==> config.mk <==
export PLATFORM = sky130hd
export DESIGN_NAME = rmii_recv_byte
export DESIGN_NICKNAME = d
export VERILOG_FILES = /design/src/rtl/rmii_recv_byte_pkg.sv /design/src/rtl/rmii_recv_byte_rx_tick.sv /design/src/rtl/rmii_recv_byte.sv
export SDC_FILE = /design/constraint.sdc
export NUM_CORES = 1
export LEC_CHECK = 0
export CORE_ASPECT_RATIO = 0.9
export CORE_MARGIN = 3
export CORE_UTILIZATION = 57
export CTS_BUF_LIST = sky130_fd_sc_hd__clkbuf_16
export DETAILED_ROUTE_END_ITERATION = 6
export HOLD_SLACK_MARGIN = 0.02
export PLACE_DENSITY_LB_ADDON = 0.12
export SKIP_CTS_REPAIR_TIMING = 1
export SLEW_MARGIN = 10
export SYNTH_ARGS = -nofsm -noshare
export SYNTH_HDL_FRONTEND = slang
export SYNTH_SLANG_ARGS = --single-unit
==> constraint.sdc <==
create_clock -name i_clk -period 3.07 [get_ports i_clk]
set_clock_uncertainty 0.1 [all_clocks]
set_input_delay 0.4605 -clock i_clk [delete_from_list [all_inputs] [get_ports i_clk]]
set_output_delay 0.4605 -clock i_clk [all_outputs]
set_load 0.02 [all_outputs]
==> src/rtl/rmii_recv_byte_pkg.sv <==
// rtl/rmii_recv_byte_pkg.sv - shared RMII dibit constants, receive state encoding and helpers
package rmii_recv_byte_pkg;

    // Line dibits seen on RXD[1:0] before the first data byte
    localparam logic [1:0] DIBIT_PRE  = 2'b01;
    localparam logic [1:0] DIBIT_SFD  = 2'b11;
    localparam logic [1:0] DIBIT_FCAR = 2'b10;

    // Receive FSM states
    typedef enum logic [1:0] {
        ST_IDLE     = 2'd0,
        ST_PREAMBLE = 2'd1,
        ST_DATA     = 2'd2,
        ST_DRAIN    = 2'd3
    } rx_state_t;

    // Counter widths: preamble counter saturates, decimator spans DEC_RELOAD
    localparam int PRE_CNT_W = 4;
    localparam int DEC_CNT_W = 4;

    // Drop a dibit into byte slot idx (LSB-first dibit order)
    function automatic logic [7:0] put_dibit(input logic [7:0] sh,
                                             input logic [1:0] idx,
                                             input logic [1:0] d);
        logic [7:0] r;
        r = sh;
        r[{idx, 1'b0} +: 2] = d;
        return r;
    endfunction

endpackage

==> src/rtl/rmii_recv_byte_rx_tick.sv <==
// rtl/rmii_recv_byte_rx_tick.sv - RMII sample-tick decimator for 100M/10M operation
module rmii_recv_byte_rx_tick
    import rmii_recv_byte_pkg::*;
#(
    parameter int DEC_RELOAD = 9,
    parameter int DEC_CENTER = 4
) (
    input  logic i_clk,
    input  logic i_rst_n,
    input  logic i_rmii_clk,
    input  logic i_fast_eth,
    input  logic i_load,
    output logic o_tick
);

    localparam logic [DEC_CNT_W-1:0] RELOAD_C = DEC_CNT_W'(DEC_RELOAD);
    localparam logic [DEC_CNT_W-1:0] CENTER_C = DEC_CNT_W'(DEC_CENTER);

    logic [DEC_CNT_W-1:0] r_dec_cnt;

    // Count RMII phases; a carrier rise re-centres sampling in the middle of a 10M dibit
    always_ff @(posedge i_clk or negedge i_rst_n) begin
        if (!i_rst_n) begin
            r_dec_cnt <= '0;
        end else if (i_load) begin
            r_dec_cnt <= CENTER_C;
        end else if (i_rmii_clk) begin
            if (r_dec_cnt == '0) begin
                r_dec_cnt <= RELOAD_C;
            end else begin
                r_dec_cnt <= r_dec_cnt - 1'b1;
            end
        end
    end

    assign o_tick = i_rmii_clk & (i_fast_eth | (r_dec_cnt == '0));

endmodule

==> src/rtl/rmii_recv_byte.sv <==
// rtl/rmii_recv_byte.sv - RMII receive byte deserialiser with preamble/SFD stripping and framing
module rmii_recv_byte
    import rmii_recv_byte_pkg::*;
#(
    parameter int PRE_MIN    = 2,
    parameter int DEC_RELOAD = 9,
    parameter int DEC_CENTER = 4
) (
    input  logic       i_clk,
    input  logic       i_rst_n,
    input  logic       i_rmii_clk,
    input  logic       i_fast_eth,
    input  logic       i_rm_crs_dv,
    input  logic [1:0] i_rm_rx_data,
    output logic [7:0] o_rx_data,
    output logic       o_rx_valid,
    output logic       o_rx_sof,
    output logic       o_rx_eof,
    output logic       o_rx_err,
    output logic       o_busy
);

    localparam logic [PRE_CNT_W-1:0] PRE_MIN_C = PRE_CNT_W'(PRE_MIN);

    rx_state_t            r_state;
    logic [PRE_CNT_W-1:0] r_pre_cnt;
    logic [1:0]           r_dibit_cnt;
    logic [7:0]           r_sh;
    logic                 r_pend_v;
    logic [1:0]           r_pend;
    logic                 r_first;
    logic [7:0]           r_rx_data;
    logic                 r_rx_valid;
    logic                 r_rx_sof;
    logic                 r_rx_eof;
    logic                 r_rx_err;

    logic                 w_tick;
    logic                 w_load;
    logic [7:0]           w_sh_a;
    logic [1:0]           w_cnt_a;
    logic                 w_done_a;
    logic [7:0]           w_sh_b;
    logic [1:0]           w_cnt_b;
    logic                 w_done_b;
    logic [7:0]           w_byte;
    logic                 w_done;

    assign w_load = (r_state == ST_IDLE) & i_rmii_clk & i_rm_crs_dv;

    rmii_recv_byte_rx_tick #(
        .DEC_RELOAD (DEC_RELOAD),
        .DEC_CENTER (DEC_CENTER)
    ) u_tick (
        .i_clk      (i_clk),
        .i_rst_n    (i_rst_n),
        .i_rmii_clk (i_rmii_clk),
        .i_fast_eth (i_fast_eth),
        .i_load     (w_load),
        .o_tick     (w_tick)
    );

    // Accept the pending dibit (if any) and then the current one; at most one byte completes per tick
    always_comb begin
        w_sh_a   = r_sh;
        w_cnt_a  = r_dibit_cnt;
        w_done_a = 1'b0;
        if (r_pend_v) begin
            w_sh_a   = put_dibit(r_sh, r_dibit_cnt, r_pend);
            w_cnt_a  = r_dibit_cnt + 2'd1;
            w_done_a = (r_dibit_cnt == 2'd3);
        end
        w_sh_b   = put_dibit(w_sh_a, w_cnt_a, i_rm_rx_data);
        w_cnt_b  = w_cnt_a + 2'd1;
        w_done_b = (w_cnt_a == 2'd3);
        w_byte   = w_done_a ? w_sh_a : w_sh_b;
        w_done   = w_done_a | w_done_b;
    end

    // Receive FSM with shift register, pending dibit and registered framing strobes
    always_ff @(posedge i_clk or negedge i_rst_n) begin
        if (!i_rst_n) begin
            r_state     <= ST_IDLE;
            r_pre_cnt   <= '0;
            r_dibit_cnt <= '0;
            r_sh        <= '0;
            r_pend_v    <= 1'b0;
            r_pend      <= '0;
            r_first     <= 1'b0;
            r_rx_data   <= '0;
            r_rx_valid  <= 1'b0;
            r_rx_sof    <= 1'b0;
            r_rx_eof    <= 1'b0;
            r_rx_err    <= 1'b0;
        end else begin
            r_rx_valid <= 1'b0;
            r_rx_sof   <= 1'b0;
            r_rx_eof   <= 1'b0;
            r_rx_err   <= 1'b0;
            case (r_state)
                ST_IDLE: begin
                    r_pend_v <= 1'b0;
                    if (i_rmii_clk && i_rm_crs_dv) begin
                        r_state   <= ST_PREAMBLE;
                        r_pre_cnt <= '0;
                    end
                end
                ST_PREAMBLE: begin
                    if (w_tick) begin
                        if (!i_rm_crs_dv) begin
                            r_state <= ST_IDLE;
                        end else begin
                            case (i_rm_rx_data)
                                DIBIT_PRE: begin
                                    if (r_pre_cnt != '1) begin
                                        r_pre_cnt <= r_pre_cnt + 1'b1;
                                    end
                                end
                                DIBIT_SFD: begin
                                    if (r_pre_cnt >= PRE_MIN_C) begin
                                        r_state     <= ST_DATA;
                                        r_dibit_cnt <= '0;
                                        r_first     <= 1'b1;
                                        r_pend_v    <= 1'b0;
                                    end else begin
                                        r_pre_cnt <= '0;
                                    end
                                end
                                DIBIT_FCAR: begin
                                    r_state <= ST_DRAIN;
                                end
                                default: begin
                                end
                            endcase
                        end
                    end
                end
                ST_DATA: begin
                    if (w_tick) begin
                        if (i_rm_crs_dv) begin
                            r_sh        <= w_sh_b;
                            r_dibit_cnt <= w_cnt_b;
                            r_pend_v    <= 1'b0;
                            if (w_done) begin
                                r_rx_data  <= w_byte;
                                r_rx_valid <= 1'b1;
                                r_rx_sof   <= r_first;
                                r_first    <= 1'b0;
                            end
                        end else if (!r_pend_v) begin
                            r_pend_v <= 1'b1;
                            r_pend   <= i_rm_rx_data;
                        end else begin
                            r_pend_v <= 1'b0;
                            r_rx_eof <= 1'b1;
                            r_rx_err <= (r_dibit_cnt != 2'd0);
                            r_state  <= ST_IDLE;
                        end
                    end
                end
                ST_DRAIN: begin
                    if (w_tick && !i_rm_crs_dv) begin
                        r_state <= ST_IDLE;
                    end
                end
                default: begin
                    r_state <= ST_IDLE;
                end
            endcase
        end
    end

    assign o_rx_data  = r_rx_data;
    assign o_rx_valid = r_rx_valid;
    assign o_rx_sof   = r_rx_sof;
    assign o_rx_eof   = r_rx_eof;
    assign o_rx_err   = r_rx_err;
    assign o_busy     = (r_state != ST_IDLE);

endmodule

==> results of run 1 <==
[stage by stage]
step	instance area (µm²)	total power (W)	utilization [%]	hold slack [ps]
CTS	2520	0.00257	72.0	193
global placement	2390	0.00207	68.3	383
floorplan	2140	0.00171	-	64.9
global route	2530	0.00279	72.2	240
detailed placement	2390	0.00210	68.3	386
finish	2530	0.00258	72.2	164
[cells in the mapped netlist (all sizes together), types with 2 or more instances]
master	count
nor3	7
or2	2
nor4	4
clkbuf	3
inv	8
nand2b	8
mux2	3
and3b	3
a32oi	4
a22o	5
o21a	4
mux2i	2
or3	2
nand2	23
nand4	2
nor2	20
nand3	8
a21oi	20
buf	5
xnor2	2
o21ai	13
dfrtp	36
o211ai	4
nor2b	6
a2bb2oi	2
nor3b	2
o221ai	2
and2	2
ha	11
a21o	2
o22a	4
a31oi	5
[flip-flops by register name, summed over array words and instances (netlist names), 2 cells and up]
register	cells
u_tick.r_dec_cnt	4
r_sh	8
o_rx_data	8
r_pend	2
r_pre_cnt	4
r_dibit_cnt	2
r_state	2
[area by class of cell]
class	count	share of cell area, %
Clock inverter	2	0.297
Multi-Input combinational cell	182	47.0
Tap cell	44	2.18
Sequential cell	36	35.6
Inverter	8	1.19
Clock buffer	5	4.95
Timing Repair Buffer	24	8.80
[how the worst min path moves through the flow]
| stage | from | endpoint | slack (ps) | cells after the start |
|---|---|---|---|---|
| after global placement | r_first$_DFFE_PN0P_ | o_rx_sof$_DFF_PN0_ | 380 | 1 |
| after detailed placement | r_first$_DFFE_PN0P_ | o_rx_sof$_DFF_PN0_ | 390 | 1 |
| final | i_rst_n | o_rx_data[5]$_DFFE_PN0P_ | 160 | 1 |
| after CTS | i_rst_n | o_rx_data[2]$_DFFE_PN0P_ | 190 | 1 |
| after floorplan | i_rst_n | o_rx_data[0]$_DFFE_PN0P_ | 60 | 0 |
| after global routing | i_rst_n | o_rx_data[2]$_DFFE_PN0P_ | 240 | 1 |
[worst max-delay path, delay by kind of cell (launching register included)]
family	cells	cell delay, ps
AND/OR/NAND/NOR	2	760
flip-flops	1	440
adder cells (fa/ha/maj)	2	530
buffers and inverters	2	230
AO/OA/AOI/OAI	4	550
[per-layer routing]
layer	part of all wire, %	GRT usage [%]	routed length (µm)	vias up
met4	1.7	8.92	78	0
met3	5.9	4.87	264	8
met5	0	0	0	-
met2	42	32.2	1900	50
li1	-	-	-	903
met1	50	32.0	2260	828
[kinds of logic (layout without fill, tap and decap cells)]
family                     Yosys count  in the layout  share of synthesized area, %
and+or+nand+nor                     95             95                          23.3
AOI/OAI and AO/OA                   69             69                          21.9
DFF                                 36             36                          42.0
buffers and inverters               16             39                          3.04
adders and majority gates           11             11                          6.42
muxes                                5              5                          2.51
xor gates and xnor gates             2              2                         0.817
[power by group]
group	internal, W	switching, W	total (W)
registers	0.000659	0.000183	0.000841
clock network	0.000290	0.000172	0.000462
logic	0.000556	0.000722	0.00128
==> reports/metrics.yaml, run 1 <==
avgRoutedWirePerCell_um: 15.0
final_common_cell: "dfrtp_1"
worstPathMaxFanout: 20
syn_area_um2: 2140
leakagePower_nw: 1.10
p_per_area_nw_per_um2: 1020
stdcell_count: 301
dp.cells: 294
first_pass_iters: 5
drcViolationCount: 0
antenna_found_initial: 0
port_buffers: 19
h-tree-depth: 2
die-height_um: 64.2
ant_nets: 0
synth_top_area_share_pct: 42.0
fin_nets: 275
worstPathCellList: "inv_1 > ha_1 > and2_1 > a21oi_1 > inv_1 > ha_1 > a21oi_1 > nor3_4 > o21ai_0 > o22a_1"
avgSynthCellArea_um2: 9.16
cp.required_ps: 3130
yosysTopAreaCell: "dfrtp_1"
setup_tns_ps: 0
fin_crit_sh_pct: 89.2
grt_max_degree: 37
vias: 1789
clock_latency_ps: 280
rows: 20
cts_tree: "yes"
critPathLaunch: "r_dibit_cnt[1]$_DFFE_PN0P_"
rr_endpoint: "o_rx_data[5]$_DFFE_PN0P_"
drt_iter0_drc: 109
critPathArrivalTime_ps: 2800
cts_buffers: 5
yosysWarnings: 0
status: "completed"
cts.path.max_buffers: 2
grt_usage_pct: 22.2
final_layout_size_suffix_gt1_share_pct: 8.17
multiInputGateArea_um2: 1190
die_area_um2: 4530
synth_nets: 252
cap_violations: 0
dp_hpwl_um: 3360
vias_per_cell: 5.94
netlist_top_cells_area: "dfrtp_1 42%, ha_1 6.4%, a21oi_1 4.7%"
hold_violations: 0
synth_edf_count: 0
boundaryPins: 20
synth-async-reset-ratio_pct: 100
area_growth_pct: 18.0
fin_ws_ps: 331
min_path_type: "input pin to asynchronous set/reset pin"
r2r_start: "r_dibit_cnt[1]$_DFFE_PN0P_"
vdd_drop_max_mv: 0.547
max_slew_margin_pct: 47.9
synth_cell_types: 47
clock.fmax_mhz: 365
cp_slowest_cell: "nor3_4"
r2r_cells: 10
most-common-layout-cells: "36 x dfrtp_1, 23 x nand2_1, 20 x a21oi_1, 19 x nor2_1, 18 x clkdlybuf4s50_1"
reg2reg_slack_ps: 330
gp_congestion: 0.869
post-place-ws_ps: 79.0
core_area_um2: 3500
setup_viol: 0
slew_viol_final: 0
synth-main-ff-cell: "dfrtp_1"
clk_pin_slew_ps: 50
crit_end: "o_rx_data[5]$_DFFE_PN0P_"
clock-sinks: 36
grt_pass1_vias: 1693
seqCellArea_um2: 901
grt_first_pass_wirelength_um: 7940
antennaDiodeCount: 0
initial_core_util_pct: 61.2
period_minus_slack_ps: 2740
tightest_slew_ps: 781
n_fill_cell: 271
yosys_register_bits: 36
fp.dieW_um: 70.6
crit_type: "flop to flop"
synth_seq_area_share_pct: 42.0
endpoint_kind: "flop"
root_buffer: "clkbuf_16"
gr-total-overflow: 0
synth_cells: 234
routed_wl_um: 4510
rsz0062_at_grt: "no"
start_kind: "flop"
cpPeakStageDelay_ps: 570
Power figures use the tool's default switching activity.
==> run 2, diff against run 1 <==
CAP_MARGIN = 0   (was default)
==> results of run 2 <==
No change in the layout: final DEF, timing and power equal those of run 1.
==> run 3, diff against run 2 <==
SETUP_SLACK_MARGIN = 0.05   (was default)
==> results of run 3 <==
No change in the layout: final DEF, timing and power equal those of run 1.
